**src/rtl/onehot_to_bin_pipe.sv**
```systemverilog
// One-hot to binary encoder with illegal-input flagging, a 2-entry output FIFO
// and a saturating debug count of illegal inputs accepted.
module onehot_to_bin_pipe #(
    parameter int ONEHOT_W  = 16,
    parameter int BIN_W     = 4,
    parameter int ERR_CNT_W = 8
) (
    input  logic                 clk,
    input  logic                 reset_n,
    input  logic                 in_valid_i,
    output logic                 in_ready_o,
    input  logic [ONEHOT_W-1:0]  onehot_i,
    output logic                 out_valid_o,
    input  logic                 out_ready_i,
    output logic [BIN_W-1:0]     bin_o,
    output logic                 err_o,
    input  logic                 clr_cnt_i,
    output logic [ERR_CNT_W-1:0] err_cnt_o
);

    typedef enum logic [1:0] {
        EMPTY = 2'd0,
        ONE   = 2'd1,
        TWO   = 2'd2
    } occ_t;

    occ_t             state;
    logic [BIN_W-1:0] tail_bin;
    logic             tail_err;
    logic [BIN_W-1:0] enc_bin;
    logic             enc_err;
    logic             push;
    logic             pop;

    assign in_ready_o  = (state != TWO);
    assign out_valid_o = (state != EMPTY);
    assign push        = in_valid_i & in_ready_o;
    assign pop         = out_valid_o & out_ready_i;

    // Scan from the top so the lowest set bit is the last to assign.
    always_comb begin
        enc_bin = '0;
        for (int unsigned i = ONEHOT_W; i > 0; i--) begin
            if (onehot_i[i-1]) begin
                enc_bin = BIN_W'(i - 1);
            end
        end
        enc_err = (onehot_i == '0) || ((onehot_i & (onehot_i - 1'b1)) != '0);
    end

    // The head entry lives directly in bin_o/err_o, so it holds when empty.
    always_ff @(posedge clk or negedge reset_n) begin
        if (!reset_n) begin
            state    <= EMPTY;
            bin_o    <= '0;
            err_o    <= 1'b0;
            tail_bin <= '0;
            tail_err <= 1'b0;
        end else begin
            case (state)
                EMPTY: begin
                    if (push) begin
                        bin_o <= enc_bin;
                        err_o <= enc_err;
                        state <= ONE;
                    end
                end
                ONE: begin
                    if (push && pop) begin
                        bin_o <= enc_bin;
                        err_o <= enc_err;
                    end else if (push) begin
                        tail_bin <= enc_bin;
                        tail_err <= enc_err;
                        state    <= TWO;
                    end else if (pop) begin
                        state <= EMPTY;
                    end
                end
                TWO: begin
                    if (pop) begin
                        bin_o <= tail_bin;
                        err_o <= tail_err;
                        state <= ONE;
                    end
                end
                default: state <= EMPTY;
            endcase
        end
    end

    always_ff @(posedge clk or negedge reset_n) begin
        if (!reset_n) begin
            err_cnt_o <= '0;
        end else if (clr_cnt_i) begin
            err_cnt_o <= '0;
        end else if (push && enc_err && (err_cnt_o != '1)) begin
            err_cnt_o <= err_cnt_o + 1'b1;
        end
    end

endmodule

```
**config.mk**
```make
export PLATFORM = sky130hd
export DESIGN_NAME = onehot_to_bin_pipe
export DESIGN_NICKNAME = d
export VERILOG_FILES = /design/src/rtl/onehot_to_bin_pipe.sv
export SDC_FILE = /design/constraint.sdc
export NUM_CORES = 1
export LEC_CHECK = 0
export ABC_CLOCK_PERIOD_IN_PS = 3800
export BUFFER_PORTS_ARGS = -buffer_cell sky130_fd_sc_hd__buf_4
export CORE_AREA = 2 2 52 54
export CTS_CLUSTER_SIZE = 12
export DETAILED_ROUTE_END_ITERATION = 8
export DIE_AREA = 0 0 54 56
export GPL_ROUTABILITY_DRIVEN = 1
export HOLD_SLACK_MARGIN = 0.06
export PLACE_DENSITY_LB_ADDON = 0.2
export SLEW_MARGIN = 20
export SYNTH_ARGS = -nofsm -noshare
export SYNTH_HDL_FRONTEND = slang
export SYNTH_SLANG_ARGS = --single-unit
```
**constraint.sdc**
```tcl
create_clock -name clk -period 3.8 [get_ports clk]
set_input_delay 0.19 -clock clk [delete_from_list [all_inputs] [get_ports clk]]
set_output_delay 0.19 -clock clk [all_outputs]
set_load 0.02 [all_outputs]
```
Yosys cells after proc, flatten, opt, wreduce, memory -nomap -nowiden
Index checks and enable logic that the tools add are counted.

cells by class
  reduce and logical (&&, ||, !) cells = 13
  add/subtract/negate cells = 2
  bitwise operators = 4
  equality and inequality tests = 9
  mux-type cells = 32

operators with widths
  cell                                                  count
  2-to-1 mux 4 bit                                      19
  bitwise AND 16 bit                                    1
  zero test 16 bit                                      1
  2-to-1 mux 8 bit                                      2
  nonzero test 16 bit                                   1
  subtractor 16 x 1 -> 16 bit (second input constant)   1
  one-hot mux 4 bit (3 select lines)                    1
  2-to-1 mux 2 bit                                      5
  != test 2 bit (second input constant)                 5
  adder 8 x 1 -> 8 bit (second input constant)          1
  != test 8 bit (second input constant)                 1
  AND reduction 4 bit                                   2
  one-hot mux 2 bit (3 select lines)                    1
  nonzero test 2 bit                                    2
  logical AND 1 bit                                     3
  2-to-1 mux 1 bit                                      3
  != test 3 bit (second input constant)                 1
  one-hot mux 1 bit (3 select lines)                    1
  AND reduction 3 bit                                   1
  nonzero test 3 bit                                    1
  bitwise AND 1 bit                                     2
  equality test 2 x 1 -> 1 bit (second input constant)  1
  equality test 2 bit (second input constant)           1
  zero test 2 bit                                       1
  2 further kinds                                       2

word-level totals
  bits of input ports = 21
  word-level logic and storage cells = 66
  output and inout port bits = 15
  register bits = 20

Longest topological paths before layout
Gate-level depths: netlist of the first run.

  depth after elaboration = 18
  depth in mapped cells = 8

Worst setup path after synthesis of the first run
Ideal clock, no wire load.

  kind = in2reg
  from = in onehot_i[1]
  to = reg err_cnt_o[1]
  setup slack = 2006 ps
  data required time = 3672 ps
  cell stages on the path = 7
  data arrival time = 1665 ps
  cell sequence = or2_2 maj3_1 nor3_1 o221ai_4 nand2_1 mux2i_1 nor2_1

on the way
  cells in the longest elaborated chain, start to end = 7

ends and longest elaborated chain
  element                             RTL line  source
  start: declaration                  12        input logic [ONEHOT_W-1:0] onehot_i,
  subtractor 16 x 1 -> 16 bit         48        enc_err = (onehot_i == '0) || ((onehot_i & (onehot_i - 1'b1)) != '0);
  bitwise AND 16 bit                  48
  nonzero test 16 bit                 48
  logical OR 1 bit (*)                48
  logical AND 1 bit (*) (2 in a row)  97        end else if (push && enc_err && (err_cnt_o != '1)) begin
  nonzero test 2 bit (no line) (*)    -
  end signal: assignment              98        err_cnt_o <= err_cnt_o + 1'b1;
  end: declaration                    18        output logic [ERR_CNT_W-1:0] err_cnt_o

Mark *: on every way between the ends. The rest lies on a longest branch, timed or not.
A chain may end at the register's enable or synchronous reset.

Worst setup path after layout of the first run
  from = reg state[1]
  to = out in_ready_o

on the way
  cells in the longest elaborated chain, start to end = 1

ends and longest elaborated chain
  element                   RTL line  source
  start: declaration        27        occ_t state;
  start signal: assignment  54        state <= EMPTY;
  start signal: assignment  65        state <= ONE;
  start signal: assignment  75        state <= TWO;
  != test 2 bit             35        assign in_ready_o = (state != TWO);
  end: declaration          11        output logic in_ready_o,

Every way passes these cells.

==> impl_results.md, run 1 <==
* Outcome: finished clean
* Inserted Clock Buffers at 3
* Mux share of post-synthesis cell area at under 10%
* Drt total wl at 3.12 mm
* Asr flop ratio synth at 100%
* CP max-delay cell: nor2b_1
* Port bufs at 35
* DRC viols at 0
* Worst path cell trace: nor2b_1, inv_1, buf_4
* Placed insts at 210
* Worst r2r dst: err_cnt_o[1]
* Tmin final at roughly 1.8 ns
* Yosys top cell area share at a little under two fifths
* Gates resized, CTS repair at 0
* Largest net degree at the start of global routing at 21
* Utilization after layout at between 60% and 70%
* Multi-input gate area at 783 sq um
* Cells after Synth at ~150
* Final net count at roughly 210
* Data required time of the worst path at between 3 and 4 ns
* Critical path endpoint category: output port
* Simple-Gate Fraction of Synth Area at around 29%
* Total setup buffers inserted after CTS at 0
* Dpl ws at approximately 1.7 ns
* H-tree lvl count at 1
* Die area at 0.00302 sq mm
* Register area at 500 sq um
* Pwr dens at approximately 370 mW/mm^2
* Congestion Overflow GR at 0
* Worst Hold Depth at 2
* Worst min-delay path startpoint: clr_cnt_i
* Synth cell types at 44
* CP max FO at 7
* Placer Congestion at between 0.9 and 1
* CTS tree: done
* Wire per inst at 14.5 um
* Maximum vdd drop at around 0.25 mV
* Mapped Nets at 170
* Top cells by area, synth: dfrtp_1 (38%), nor2_1 (5.2%), nand2_1 (4.3%)
* GR Util All Layers at 22.1%
* Worst Clk Skew at ~0.0063 ns
* RR Startpoint: state[1]
* R2R Setup Slk at ~2.0 ns
* Largest family of logic cells by synthesized area: simple AND/OR/NAND/NOR gates
* Final Hold Vio Count at 0
* CTS Sinks at 20
* CTS Root Cell: clkbuf_4
* Die height at about 56 um
* Area delta synth->final at 26.8%
* XOR/XNOR Fraction of Synth Area at around 3.3%
* Synth Register Bits at 20
* YS warnings at 0
* P_leak at roughly 0.73 nW
* Antenna fix cells at 0
* Mapped Area at 0.00131 sq mm
* Fmax at 0.544 GHz
* WP data arrival at approximately 1.7 ns
* Number of synthesized flops with an enable pin at 0
* Die Width at 54 um
* Max Cap Viol at 0
* Layout Cells excl Fill at 215
* R2R depth at 7
* CTS max path bufs at 2
* Vias in the first global route at 1164
* Filler instances at between 200 and 250
* Initial Utilization at about 54%
* Via density per instance at between 5 and 6
* 1st-pass router iterations at 4
* Initial DRC Count at 23
* Seq/Total Area, Yosys at between 30% and 40%
* Max-slew violations at 0
* Worst path setup slack after routing at approximately 2 ns
* RSZ-0062 raised after global routing: no
* DP Wirelength at approximately 2.3 mm
* Initial antenna violation count at 0
* Post-synthesis adder-cell area fraction at approximately 2.5%
* Setup_tns at 0 ns
* I/O pin count at 36
* Post-synthesis compound-gate area fraction at approximately a fifth
* First-pass GRT wire length at around 5 mm
* Clk slew on worst S/H paths at about 0.12 ns
* Share of the clock period used by the worst path at between 40% and 50%
* Final Setup Violations at 0
* Worst setup path category: flop to output port
* ANT nets after route at 0
* Worst-Margin Slew at 0.468 ns
* Hold EP: err_cnt_o[5]
* Top FF cell, synth: dfrtp_1
* Min-Delay Path Class: input port to flop
* Core Region at ~0.0024 sq mm
* Mean area per synthesized cell at roughly 9 sq um
* CP peak stage delay at 0.43 ns
* Share of layout cells above drive strength 1 at between 20% and 30%
* Row count at 18
* Slew headroom at between 60 and 70%
* Synth area leader: dfrtp_1
* Via Count at between 1000 and 1500
* Startpoint types: flop
* Clk_lat worst skew at about 0.3 ns
==> synth_stat cells (2+ instances only) <==
master	count
dfrtp_1	20
o21a_1	2
nor2b_1	4
o21ai_0	8
nand4_1	2
nand2b_1	2
a211oi_1	2
a21oi_1	11
a31oi_1	4
nor3_1	5
xor2_1	5
nand3_1	5
or3_1	2
inv_1	4
o211ai_1	2
mux2_2	3
o21bai_1	2
nor2_1	18
mux2i_1	2
or2_2	3
nand2_1	15
maj3_1	2
clkbuf_1	2
and2_1	3
==> how the worst max path moves through the flow <==
stage                    to        start  cells past startpoint
2_1_floorplan  err_cnt_o[1]  onehot_i[1]                      7
3_3_place_gp   err_cnt_o[1]  onehot_i[1]                      8
3_5_place_dp   err_cnt_o[1]  onehot_i[1]                      8
4_1_cts          in_ready_o     state[1]                      3
5_1_grt        err_cnt_o[1]     state[1]                      7
6_report         in_ready_o     state[1]                      3
==> per-layer routing <==
layer	up-vias	wire [um]	part of all wire, %	track usage, %
met5	-	0	0	0
met4	0	21	0.67	5.36
met3	4	157	5.0	3.49
met2	40	1580	51	36.4
met1	613	1360	44	29.6
li1	617	-	-	-
==> repair_timing <==
action	CTS	global route
endpoints found under the hold margin	20	0
setup endpoints to repair	0	0
hold buffers	1	0
==> registers in the layout, summed over array words and instances (netlist names) <==
signal,flops
tail_err,1
bin_o,4
err_cnt_o,8
state,2
err_o,1
tail_bin,4
==> placed cells by master (no fill, tap or decap), types with 4 or more instances in the layout <==
| cell type | netlist | routed |
|---|---|---|
| inv_1 | 4 | 4 |
| nor3_1 | 5 | 5 |
| a21oi_1 | 11 | 11 |
| xor2_1 | 5 | 5 |
| o21ai_0 | 8 | 8 |
| nand3_1 | 5 | 5 |
| buf_4 | 0 | 35 |
| a31oi_1 | 4 | 4 |
| nor2b_1 | 4 | 4 |
| dfrtp_1 | 20 | 20 |
| nand2_1 | 15 | 15 |
| nor2_1 | 18 | 18 |
==> power by group <==
group	leakage [nW]	switching (W)	total [W]	internal (W)
Clock	0.0279	0.0000687	0.000175	0.000107
Combinational	0.444	0.0000957	0.000172	0.0000767
Sequential	0.255	0.0000188	0.000259	0.000240
Total	0.727	0.000183	0.000607	0.000424
==> logic make-up (layout without fill, tap and decap cells) <==
logic type	count (synthesis)	after routing
xor+xnor	5	5
compound gates	39	39
simple gates	69	69
fa+ha+maj	3	3
mux	5	5
buf+inv	7	44
flops	20	20
==> layout make-up <==
class | count | share of cell area, %
clock buffer | 3 | 1.36
clock inverter | 1 | 1.81
inverter | 4 | 0.904
multi-input combinational | 121 | 47.1
sequential | 20 | 30.1
tap | 30 | 2.26
timing repair buffer | 36 | 16.4
==> through the flow <==
step | total power [W] | hold WS (ns) | instance area [sq um]
2_1_floorplan | 0.000355 | -0.106 | 1310
3_3_place_gp | 0.000427 | 0.0815 | 1600
3_5_place_dp | 0.000435 | 0.0861 | 1600
4_1_cts | 0.000611 | 0.0801 | 1660
5_1_grt | 0.000641 | 0.0775 | 1660
6_report | 0.000607 | 0.0880 | 1660
==> critical path, delay by kind of cell, from the launching register on <==
family	cells	cell delay [ns]
buffers and inverters	2	0.49
DFF	1	0.42
and+or+nand+nor	1	0.43
Power figures use the tool's default switching activity.
==> run 2, diff against run 1 <==
--- a/config.mk
+++ b/config.mk
@@ -5,12 +5,12 @@
 export SDC_FILE = /design/constraint.sdc
 export NUM_CORES = 1
 export LEC_CHECK = 0
-export ABC_CLOCK_PERIOD_IN_PS = 3800
+export ABC_CLOCK_PERIOD_IN_PS = 1500
 export BUFFER_PORTS_ARGS = -buffer_cell sky130_fd_sc_hd__buf_4
-export CORE_AREA = 2 2 52 54
+export CORE_AREA = 2 2 79 43
 export CTS_CLUSTER_SIZE = 12
 export DETAILED_ROUTE_END_ITERATION = 8
-export DIE_AREA = 0 0 54 56
+export DIE_AREA = 0 0 81 45
 export GPL_ROUTABILITY_DRIVEN = 1
 export HOLD_SLACK_MARGIN = 0.06
 export PLACE_DENSITY_LB_ADDON = 0.2
==> constraint.sdc (replaced) <==
create_clock -name clk -period 1.5 [get_ports clk]
set_input_delay 0.075 -clock clk [delete_from_list [all_inputs] [get_ports clk]]
set_output_delay 0.075 -clock clk [all_outputs]
set_load 0.02 [all_outputs]
==> run 2 against run 1 <==
Against the previous run:
- the run now ends with negative setup slack left
- critical endpoint is now err_cnt_o[7]
- non-clock buffer count increased by 39
- total power increased to 2.6 times the previous value
- sequential power increased to 2.5 times the previous value
- largest power group unchanged
- critical path depth increased by 3
==> impl_results.md, run 2 (same netlist as run 1, synthesis figures left out) <==
* First-pass GRT wire length at about 5.6 mm
* Worst Hold Depth at 3
* Outcome: finished, violations left
* Inserted Clock Buffers at 3
* Critical path endpoint category: flop
* CTS Root Cell: clkbuf_8
* Largest register FFs at 8
* R2R depth at 6
* Register area at around 500 sq um
* I/O pin count at 36
* Initial DRC Count at 22
* Top reg by flops: err_cnt_o
* CTS tree: done
* Largest net degree at the start of global routing at 21
* DRC viols at 0
* Worst min-delay path startpoint: in_valid_i
* Port bufs at 35
* ANT nets after route at 0
* Initial antenna violation count at 0
* Most common cell after layout, fill and taps aside: buf_4
* Multi-input gate area at around 910 sq um
* Slew headroom at 75.8%
* Share of layout cells above drive strength 1 at 50.4%
* Drt total wl at 3.53 mm
* P_leak at 0.936 nW
* H-tree lvl count at 1
* Maximum vdd drop at 0.636 mV
* Clk slew on worst S/H paths at approximately 0.070 ns
* RSZ-0062 raised after global routing: yes
* Worst Clk Skew at between 0.004 and 0.005 ns
* Antenna fix cells at 0
* Top Registers: err_cnt_o x8, bin_o x4, tail_bin x4
* R2R Setup Slk at -0.09 ns
* Data required time of the worst path at approximately 1.7 ns
* GR Util All Layers at about 20%
* Pwr dens at roughly 750 mW/mm^2
* Worst-Margin Slew at ~0.36 ns
* DP Wirelength at around 2.6 mm
* Via density per instance at 5.20
* Via Count at 1374
* Die height at between 40 and 50 um
* Congestion Overflow GR at 0
* Placer Congestion at ~0.8
* Area delta synth->final at 62.3%
* WP data arrival at about 1.8 ns
* Worst setup path category: flop to flop
* Placed cell area at around 0.002 sq mm
* Wire per inst at 13.4 um
* Hold_ws at about 0.19 ns
* Startpoint types: flop
* Die area at between 0.003 and 0.004 sq mm
* Setup_tns at -0.182 ns
* Core Region at just under 0.003 sq mm
* Final net count at 247
* CTS Sinks at 20
* Fmax at about 0.63 GHz
* Clk_lat worst skew at between 0.2 and 0.3 ns
* Worst path setup slack after routing at -0.0890 ns
* Utilization after layout at 73.1%
* Final Hold Vio Count at 0
* Share of the clock period used by the worst path at 106%
* CP max FO at 5
* Max Cap Viol at 0
* Die Width at around 81 um
* Initial Utilization at 45.1%
* Total Power at ~0.0016 W
* Row count at 14
* Post-route cell area at approximately 0.0021 sq mm
* Vias in the first global route at 1318
* Max-slew violations at 0
* CTS max path bufs at 2
* Worst r2r dst: err_cnt_o[7]
* 1st-pass router iterations at 4
* Final Setup Violations at 4
* Tmin final at 1.59 ns
* Most frequent cells in the layout: buf_4 (70), nor2_1 (18), dfrtp_1 (17)
* Min-Delay Path Class: input port to flop
* Filler instances at between 200 and 250
* RR Startpoint: err_cnt_o[5]
* Failing checks: negative setup slack
* Hold EP: state[0]
run 2: routing by layer:
layer  vias up  part of all wire (%)  global-route usage (%)
li1        694                     -                       -
met1       645                    43                    23.1
met2        29                    51                    39.3
met3         6                   3.7                    3.00
met4         0                   1.9                    8.14
met5         -                     0                       0
run 2: per-stage QoR:
stage / setup slack [ns] / cells
floorplan: -0.0683 / 148
global placement: -0.280 / 254
detailed placement: -0.373 / 254
CTS: -0.0732 / 263
global route: -0.162 / 264
finish: -0.0890 / 264
run 2: power by group:
part / switching [W] / internal (W)
logic: 0.000274 / 0.000273
registers: 0.0000430 / 0.000611
clock network: 0.000169 / 0.000233
total: 0.000487 / 0.00112
run 2: cell type report:
cell class              instances  area share (%)
well taps                      40            2.35
inverters                       4           0.942
multi-input cells             121            43.0
clock buffers                   4            2.59
flip-flops and latches         20            23.7
repair buffers                 75            27.4
run 2: worst max-delay path by stage:
| stage | from | to | slack, ns |
|---|---|---|---|
| 4_1_cts | err_cnt_o[3] | err_cnt_o[7] | -0.07 |
| 3_5_place_dp | onehot_i[9] | err_cnt_o[7] | -0.37 |
| 2_1_floorplan | err_cnt_o[3] | err_cnt_o[7] | -0.07 |
| 5_1_grt | onehot_i[9] | err_cnt_o[7] | -0.16 |
| 3_3_place_gp | onehot_i[12] | err_cnt_o[5] | -0.28 |
| 6_report | err_cnt_o[5] | err_cnt_o[7] | -0.09 |
run 2: critical path, cell delays in order (launching register included):
cell and delay [ns]:
dfrtp_1 0.39, and3_4 0.17, and2_4 0.17, a31oi_4 0.16, nand4_4 0.12, or3_4 0.35, a21oi_2 0.14
run 2: what timing repair did:
item / CTS / global route
buffers inserted: 2 / 1
endpoints found under the setup margin: 6 / 10
hold endpoints to repair: 29 / 0
gates resized for setup: 5 / 8
pin swaps: 9 / 12
hold buffers: 3 / 0
==> run 3, diff against run 2 <==
--- a/config.mk
+++ b/config.mk
@@ -5,7 +5,7 @@
 export SDC_FILE = /design/constraint.sdc
 export NUM_CORES = 1
 export LEC_CHECK = 0
-export ABC_CLOCK_PERIOD_IN_PS = 1500
+export ABC_CLOCK_PERIOD_IN_PS = 1400
 export BUFFER_PORTS_ARGS = -buffer_cell sky130_fd_sc_hd__buf_4
 export CORE_AREA = 2 2 79 43
 export CTS_CLUSTER_SIZE = 12
==> constraint.sdc (replaced) <==
create_clock -name clk -period 1.4 [get_ports clk]
set_input_delay 0.07 -clock clk [delete_from_list [all_inputs] [get_ports clk]]
set_output_delay 0.07 -clock clk [all_outputs]
set_load 0.02 [all_outputs]
==> run 3 against run 2 <==
Against the previous run:
- final cell count rose by 1.5%
- via count rose by 2.9%
- register-to-register slack got worse by 0.07 ns
- clock skew barely moved
- critical path depth rose by 2
- global-route usage rose by 1.3 points
- sequential power rose by 8.6%
- sequential share of layout area fell by 0.61 points
- the run still ends with negative setup slack left
- flip-flop and latch count did not move
==> impl_results.md, run 3 (same netlist as run 1, synthesis figures left out) <==
* Worst-Margin Slew at 0.451 ns
* Drt total wl at roughly 3.7 mm
* Startpoint types: input port
* Worst Clk Skew at 0.00445 ns
* CP max FO at 7
* Row count at 14
* Placer Congestion at 0.789
* I/O pin count at 36
* WP data arrival at 1.78 ns
* Die Width at 81 um
* Critical path endpoint category: flop
* Initial DRC Count at 34
* Worst min-delay path startpoint: out_ready_i
* DRC viols at 0
* Worst r2r dst: err_cnt_o[7]
* ANT nets after route at 0
* Filler instances at 209
* Clk slew on worst S/H paths at ~0.070 ns
* Final Hold Vio Count at 0
* Top Registers: err_cnt_o x8, bin_o x4, tail_bin x4
* Setup_tns at -0.930 ns
* Tmin final at 1.59 ns
* Routing usage on met3 at under 10%
* Most common cell after layout, fill and taps aside: buf_4
* Inserted Clock Buffers at 3
* Slew headroom at between 60% and 70%
* Worst path setup slack after routing at -0.186 ns
* Top reg by flops: err_cnt_o
* Layout Cells excl Fill at around 270
* Outcome: finished, violations left
* CTS Root Cell: clkbuf_8
* 1st-pass router iterations at 4
* Placed insts at between 200 and 300
* Failing checks: negative setup slack
* M1 GR Usage at between 20% and 30%
* Final net count at about 250
* Initial Utilization at between 40% and 50%
* GR Util All Layers at a little over a fifth
* Busiest layer in global routing: met2
* Clk_lat worst skew at roughly 0.26 ns
* DP Wirelength at between 2 and 3 mm
* Final Setup Violations at 9
* H-tree lvl count at 1
* Via Count at 1414
* R2R Setup Slk at -0.16 ns
* Share of layout cells above drive strength 1 at 52.6%
* Hold EP: state[0]
* Share of the clock period used by the worst path at 113%
* First-pass GRT wire length at approximately 6 mm
* CTS max path bufs at 2
* Congestion Overflow GR at 0
* Maximum vdd drop at 0.646 mV
* Max-slew violations at 0
* Area delta synth->final at 66.6%
* Die area at between 0.003 and 0.004 sq mm
* R2R depth at 6
* Max Cap Viol at 0
* Fmax at between 0.6 and 0.7 GHz
* Largest net degree at the start of global routing at 21
* Vias in the first global route at 1336
* Pwr dens at roughly 810 mW/mm^2
* Port bufs at 35
* Core Region at 0.00291 sq mm
* CTS tree: done
* Wire per inst at ~14 um
* Worst Hold Depth at 3
* Via density per instance at roughly 5.3
* RR Startpoint: err_cnt_o[3]
* Initial antenna violation count at 0
* Total Power at about 0.0018 W
* Largest register FFs at 8
* CTS Sinks at 20
* Worst setup path category: input port to flop
* RSZ-0062 raised after global routing: yes
* Die height at 45 um
* Most frequent cells in the layout: buf_4 (73), nor2_1 (18), dfrtp_1 (17)
* Antenna fix cells at 0
* Met2 Use GR at between 30% and 40%
* Data required time of the worst path at between 1.5 and 2 ns
* Min-Delay Path Class: input port to flop
* P_leak at 0.972 nW
[run 3: critical path, cell delays in order]
cell      delay (ns)
buf_4           0.11
or2_2           0.31
a22oi_2         0.18
a31oi_2         0.13
o221ai_4        0.33
nand4_4         0.17
or3_4           0.36
a21oi_2         0.12
[run 3: where the power goes]
part           total, W  internal, W  switching, W
Clock          0.000444     0.000251      0.000193
Sequential     0.000710     0.000655     0.0000548
Combinational  0.000617     0.000308      0.000309
Total           0.00177      0.00121      0.000557
[run 3: metal layers]
| metal | wire [um] | part of all wire [%] |
|---|---|---|
| met5 | 0 | 0 |
| met4 | 48 | 1.3 |
| met3 | 203 | 5.5 |
| met2 | 1820 | 49 |
| met1 | 1620 | 44 |
[run 3: area by class of cell]
type	count	area [sq um]	share of cell area, %
sequential	20	504	23.1
clock buffer	4	55.1	2.52
inverter	4	20.0	0.917
timing repair buffer	79	621	28.4
tap	40	50.0	2.29
multi-input combinational	121	932	42.7
[run 3: how the worst max path moves through the flow]
stage | start | endpoint | slack (ns) | cells after the start
finish | onehot_i[12] | err_cnt_o[7] | -0.19 | 8
global route | onehot_i[12] | err_cnt_o[7] | -0.26 | 8
CTS | err_cnt_o[3] | err_cnt_o[7] | -0.17 | 6
detailed placement | onehot_i[12] | err_cnt_o[7] | -0.44 | 8
global placement | onehot_i[9] | err_cnt_o[3] | -0.40 | 9
floorplan | err_cnt_o[3] | err_cnt_o[7] | -0.17 | 6
[run 3: repair_timing]
action,4_1_cts,5_1_grt
resized for setup,8,8
cloned,0,0
pin swaps,10,7
endpoints found under the setup margin,10,13
hold endpoints to repair,29,0
setup buffers,3,1
hold buffers,3,0
[run 3: stage by stage]
stage                     cell area, sq um  worst slack (ns)  hold WS (ns)  util [%]
final                                 2180            -0.186         0.154      75.0
after global routing                  2180            -0.261         0.200      75.0
after CTS                             2140            -0.169         0.146      73.5
after detailed placement              1990            -0.445       -0.0373      68.5
after global placement                1990            -0.399       -0.0414      68.5
after floorplan                       1400            -0.168        -0.226         -
